===== src/rtl/systolic_feeder.sv =====
// Skews two stored 4x4 operand matrices onto the west and north edges of a
// 4x4 systolic array, then flushes zeros for DRAIN cycles and pulses done.
module systolic_feeder #(
    parameter int DW    = 32,
    parameter int DRAIN = 4
) (
    input  logic          clk,
    input  logic          rst,
    input  logic          wr_en,
    input  logic          wr_sel,
    input  logic [3:0]    wr_addr,
    input  logic [DW-1:0] wr_data,
    input  logic          start,
    output logic          busy,
    output logic          done,
    output logic [DW-1:0] inp_west0,
    output logic [DW-1:0] inp_west1,
    output logic [DW-1:0] inp_west2,
    output logic [DW-1:0] inp_west3,
    output logic [DW-1:0] inp_north0,
    output logic [DW-1:0] inp_north1,
    output logic [DW-1:0] inp_north2,
    output logic [DW-1:0] inp_north3
);

    typedef enum logic [1:0] {
        ST_IDLE,
        ST_STREAM,
        ST_DRAIN,
        ST_DONE
    } state_t;

    state_t        state_q, state_d;
    logic [2:0]    t_q, t_d;
    logic [3:0]    drain_q, drain_d;
    logic          busy_q, busy_d;
    logic          done_q, done_d;
    logic [DW-1:0] a_q [16];
    logic [DW-1:0] a_d [16];
    logic [DW-1:0] b_q [16];
    logic [DW-1:0] b_d [16];
    logic [DW-1:0] west_q [4];
    logic [DW-1:0] west_d [4];
    logic [DW-1:0] north_q [4];
    logic [DW-1:0] north_d [4];
    logic          stream_out;

    always_comb begin
        int k;
        k          = 0;
        state_d    = state_q;
        t_d        = t_q;
        drain_d    = drain_q;
        busy_d     = busy_q;
        done_d     = 1'b0;
        stream_out = 1'b0;
        a_d        = a_q;
        b_d        = b_q;

        // The write lands in a_d/b_d so a same-edge start streams the new value.
        if (wr_en && !busy_q) begin
            if (wr_sel) b_d[wr_addr] = wr_data;
            else        a_d[wr_addr] = wr_data;
        end

        case (state_q)
            ST_IDLE: begin
                if (start) begin
                    state_d    = ST_STREAM;
                    t_d        = 3'd0;
                    busy_d     = 1'b1;
                    stream_out = 1'b1;
                end
            end
            ST_STREAM: begin
                if (t_q == 3'd6) begin
                    state_d = ST_DRAIN;
                    drain_d = 4'd0;
                end else begin
                    t_d        = t_q + 3'd1;
                    stream_out = 1'b1;
                end
            end
            ST_DRAIN: begin
                if (drain_q == 4'(DRAIN - 1)) begin
                    state_d = ST_DONE;
                    busy_d  = 1'b0;
                    done_d  = 1'b1;
                end else begin
                    drain_d = drain_q + 4'd1;
                end
            end
            ST_DONE: begin
                state_d = ST_IDLE;
                t_d     = 3'd0;
            end
            default: state_d = ST_IDLE;
        endcase

        for (int i = 0; i < 4; i++) begin
            west_d[i]  = '0;
            north_d[i] = '0;
            if (stream_out) begin
                k = int'(t_d) - i;
                if (k >= 0 && k <= 3) begin
                    west_d[i]  = a_d[4'(i * 4 + k)];
                    north_d[i] = b_d[4'(k * 4 + i)];
                end
            end
        end
    end

    always_ff @(posedge clk or posedge rst) begin
        if (rst) begin
            state_q <= ST_IDLE;
            t_q     <= '0;
            drain_q <= '0;
            busy_q  <= 1'b0;
            done_q  <= 1'b0;
            for (int i = 0; i < 16; i++) begin
                a_q[i] <= '0;
                b_q[i] <= '0;
            end
            for (int i = 0; i < 4; i++) begin
                west_q[i]  <= '0;
                north_q[i] <= '0;
            end
        end else begin
            state_q <= state_d;
            t_q     <= t_d;
            drain_q <= drain_d;
            busy_q  <= busy_d;
            done_q  <= done_d;
            a_q     <= a_d;
            b_q     <= b_d;
            west_q  <= west_d;
            north_q <= north_d;
        end
    end

    assign busy       = busy_q;
    assign done       = done_q;
    assign inp_west0  = west_q[0];
    assign inp_west1  = west_q[1];
    assign inp_west2  = west_q[2];
    assign inp_west3  = west_q[3];
    assign inp_north0 = north_q[0];
    assign inp_north1 = north_q[1];
    assign inp_north2 = north_q[2];
    assign inp_north3 = north_q[3];

endmodule


===== config.mk =====
export PLATFORM = sky130hd
export DESIGN_NAME = systolic_feeder
export DESIGN_NICKNAME = d
export VERILOG_FILES = /design/src/rtl/systolic_feeder.sv
export SDC_FILE = /design/constraint.sdc
export NUM_CORES = 2
export LEC_CHECK = 0
export ABC_AREA = 1
export CORE_MARGIN = 2
export CORE_UTILIZATION = 40
export CTS_BUF_LIST = sky130_fd_sc_hd__clkbuf_4 sky130_fd_sc_hd__clkbuf_8
export DETAILED_ROUTE_END_ITERATION = 8
export SLEW_MARGIN = 15
export SYNTH_ARGS = -nofsm -noshare
export SYNTH_HDL_FRONTEND = slang
export SYNTH_SLANG_ARGS = --single-unit
export TNS_END_PERCENT = 1

===== constraint.sdc =====
create_clock -name clk -period 96.2 [get_ports clk]
set_input_delay 9.62 -clock clk [delete_from_list [all_inputs] [get_ports clk]]
set_output_delay 9.62 -clock clk [all_outputs]
set_load 0.05 [all_outputs]

[After elaboration in Yosys (flattened, before gate mapping)]
Cells that the tools add are included.
Word-level totals
  bits in registers: 1291
  input bits: 41
  output and inout bits: 258
  logic and storage cells: 171
Operators by class
  add/sub/neg operators: 11
  order comparisons: 18
  eq/ne operators: 9
  muxes and demuxes: 66
  bitwise gates (word level): 9
  reductions and logical operators: 13
Operators by type and width (count)
  $mux 512: 4
  $mux 32: 33
  $bmux 32 s4: 8
  $bwmux 512: 2
  $demux 32 s4: 1
  $ge 4x5->1 const B: 8
  $not 4->4: 7
  $ge 4x1->1 const B: 3
  $le 4x3->1 const B: 3
  $pmux 3 s3: 1
  $reduce_and 3->1: 3
  $add 4x3->4 const B: 2
  $add 4x4->4 const A: 2
  $mux 4: 2
  $ne 2x2->1 const B: 4
  $pmux 2 s4: 1
  $pmux 4 s2: 1
  $sub 3x2->4 const B: 2
  $logic_and 1x1->1: 6
  $mux 1: 6
  $mux 2: 3
  $mux 3: 2
  $ge 5x5->1 const B: 1
  $lt 5x1->1 const B: 1
  17 further kinds: 20

[Longest topological paths before layout]
  depth after elaboration: 13
  mapped depth: 20
  gate-level depth less buffers: 16

[Worst setup path before layout]
No wires, ideal clock.
  path type: input to register
  start: input start
  end: register west_q (netlist bit inp_west1[11])
  data arrival time: 12.439 ns
  required time: 96.083 ns
  slack: 83.644 ns
  stages: 18
  path buffers: 7
  cell sequence: inv_1 > nand2_1 > nand4_1 > nand2_1 > buf_2 > buf_2 > clkbuf_1 > ha_1 > xnor2_1 > buf_2 > buf_2 > ha_1 > clkbuf_1 > inv_1 > clkbuf_1 > nand2_1 > nor2_1 > nor2_1
RTL lines
  start, declared: RTL line 13  | input logic start,
  end signal, assigned: RTL line 136  | west_q <= west_d;
  end, declared: RTL line 42  | logic [DW-1:0] west_q [4];

==> reports/qor.yml <==
status:
  status: "complete, no violations"
place:
  dp.final_hpwl_mm: 167
  place.port_buffers: 298
  finalWeightedCongestion: 1.02
  placed_area_um2: 65900
sta:
  fin_skew_ns: 0.0499
  hold_violations: 0
  drv_slew: 0
  rsz0062_at_grt: "false"
  post-route-period-util_pct: 14.9
  worst_pin_slew_ns: 1.10
  totalNegativeSetupSlack_ns: 0
  clock.fmax_mhz: 69.6
  finalSetupViolCount: 0
  period_minus_slack_ns: 14.37
  slew_headroom_pct: 26.8
synthesis:
  synth.avg_cell_area_um2: 7.75
  async_flop_share_pct: 100
  synthTopCellsByArea: "dfrtp_1 (53%), nand2_1 (18%), nand3_1 (7.5%)"
  netlist-cell-type-count: 43
  synth_cells: 7882
  synth-seq-cells: 1291
  syn_area_um2: 61100
  yosysWarnings: 0
  ys_seq_area_share_pct: 52.9
  synth-adder-area-share_pct: 0.266
  synth-main-ff-cell: "dfrtp_1"
  yosys-mux-area-fraction_pct: 0
  synth-simple-area-share_pct: 30.8
  synth_fp_nets: 7936
  synthDominantCellAreaShare_pct: 52.9
  synth_compound_area_share_pct: 9.84
  synth_top_family_by_area: "simple AND/OR/NAND/NOR gates"
  synth-edff-count: 0
  synth_xor_area_share_pct: 0.0287
  synth_top_area_cell: "dfrtp_1"
cells_and_area:
  nets: 8065
  fin_util_pct: 46.6
  syn_to_final_growth_pct: 15.8
  drive_above_1_share_pct: 8.05
  final_area_um2: 70800
  final_common_cell: "nand2_1"
  fillers: 15000
  final_cell_mix: "nand2_1 (2919), dfrtp_1 (1291), nand3_1 (917)"
routing:
  antenna_left: 0
  drtPass1Iterations: 7
  wl_per_cell_um: 25.4
  vias: 58000
  via_per_inst: 5.68
  routed_wl_mm: 260
  drt_iter0_drc: 6451
  drcViolationCount: 0
power:
  clockPowerShare_pct: 20.0
  p_int_mw: 1.36
  ir_drop_uv: 43.3
  p_leak_nw: 36.3
  pwr-share-seq_pct: 27.3
  p_per_area_nw_per_um2: 38.2
  p_comb_share_pct: 52.7
  swShare_pct: 49.5
  p_sw_mw: 1.34
setup_path:
  path_cells: "clkdlybuf4s50_1 -> inv_1 -> nand2_1 -> nand4_1 -> nand2_4 -> buf_4 -> buf_4 -> ha_1 -> xnor2_2 -> buf_4 -> clkinv_2 -> buf_4 -> nand3_1 -> nand2_1 -> nor2_1 -> nor2_1"
  cp_data_arrival_time_ns: 15.20
  critPathCaptureType: "flop"
  cp.buffers_inverters: 7
  cp.required_ns: 97.03
  slowest_stage: "buf_4"
  crit_top_cell: "buf_4"
  worstSetupPathType: "input port to flop"
  slowest_delay_ns: 0.70
  crit_family: "buffers and inverters"
  startpoint_type: "input port"
  cp_max_fo: 74
grt:
  grt_pass1_vias: 55600
  grt_max_degree: 134
  grt_overflow: 0
  antenna_found_initial: 25
  track_usage_pct: 32.7
  grt_pass1_wl_mm: 378
clocking:
  cts_tree: "done"
  cts_root_buf: "clkbuf_8"
  cts_made_buffers: 220
  clockBufferDepth: 3
  clk_latency_ns: 0.99
  clock_sinks: 1291
  hold_buffers: 0
  clk_pin_slew_ns: 0.06
  cts_resized: 0
  htree_levels: 4
  cts_setup_buffers: 0
die:
  fp.dieH_um: 395
  start_util_pct: 40.2
  fp-row-count: 143
  fp.dieW_um: 395
  io_pins: 299
  core-area_um2: 152000
  die_area_um2: 156000
min_path:
  min_path_type: "flop to flop"
run:
  drv_cap: 0
[stage by stage]
step | power [mW] | cells | setup slack [ns] | hold WS, ns
6_report | 2.70 | 10200 | 81.84 | 0.465
5_1_grt | 2.85 | 10200 | 81.61 | 0.476
4_1_cts | 2.67 | 10200 | 82.04 | 0.468
3_5_place_dp | 2.13 | 9817 | 81.05 | 0.452
3_3_place_gp | 2.12 | 9817 | 81.15 | 0.448
2_1_floorplan | 1.66 | 7882 | 50.19 | 0.434
[cells in the mapped netlist, drive strengths merged (25+ instances only)]
cell and instances:
inv 407, o21ai 526, dfrtp 1291, clkbuf 389
nor2 467, nor3 68, a21oi 192, o21a 36
and2 27, nand2 2937, o22ai 57, buf 170
nand4 99, nand3 922, a211oi 101, a22oi 83
a221oi 25
[layout make-up]
class	instances	area (um^2)	area share, %
antenna	8	20.0	0.0283
clock buffer	360	4440	6.26
clock inverter	36	349	0.493
inverter	417	1590	2.25
multi-input combinational	5615	25300	35.7
sequential	1291	32300	45.6
tap	2030	2540	3.59
timing repair buffer	466	4300	6.07
[worst min-delay path, cell delays in order (launching register included)]
cell and delay (ns):
dfrtp_1 0.32, nand2_1 0.06, nand2_1 0.05
[cell families (layout without fill, tap and decap cells)]
kind of cell,Yosys count,in the layout
other,0,8
adder cells (fa/ha/maj),13,13
XOR/XNOR,2,2
flip-flops,1291,1291
AND/OR/NAND/NOR,4554,4554
AO/OA/AOI/OAI,1046,1046
buffers and inverters,976,1279
[power groups by stage]
stage | combinational (mW) | sequential [mW] | clock (mW)
after floorplan | 0.852 | 0.808 | 0
after global placement | 1.38 | 0.741 | 0
after global routing | 1.53 | 0.748 | 0.572
after detailed placement | 1.38 | 0.744 | 0
after CTS | 1.39 | 0.736 | 0.546
final | 1.43 | 0.737 | 0.540
[worst paths after layout]
path                          start              to  slack (ns)  depth (start not counted)
hold reg to reg            a_q[364]        a_q[364]        0.46                          2
setup / recovery              start    inp_west1[7]       81.84                         16
max in group asynchronous       rst  inp_north2[19]       82.71                          6
setup reg to reg             t_q[0]    inp_west1[7]       90.36                         17
min in group asynchronous       rst        a_q[327]        9.24                          2
hold / removal             a_q[364]        a_q[364]        0.46                          2
[flip-flops by register name, indices dropped and copies added (netlist names)]
register,count
a_q,512
b_q,512
inp_north0,32
inp_north1,32
inp_north2,32
inp_north3,32
inp_west0,32
inp_west1,32
inp_west2,32
inp_west3,32
drain_q,4
t_q,3
state_q,2
busy,1
done,1
[metal layers]
metal / vias to the layer above / track usage [%] / wire length (um)
li1: 25900 / - / -
met1: 28100 / 41.9 / 101000
met2: 3184 / 49.2 / 114000
met3: 844 / 7.38 / 24400
met4: 20 / 22.8 / 20900
met5: - / 0 / 121
Power figures use the tool's default switching activity.
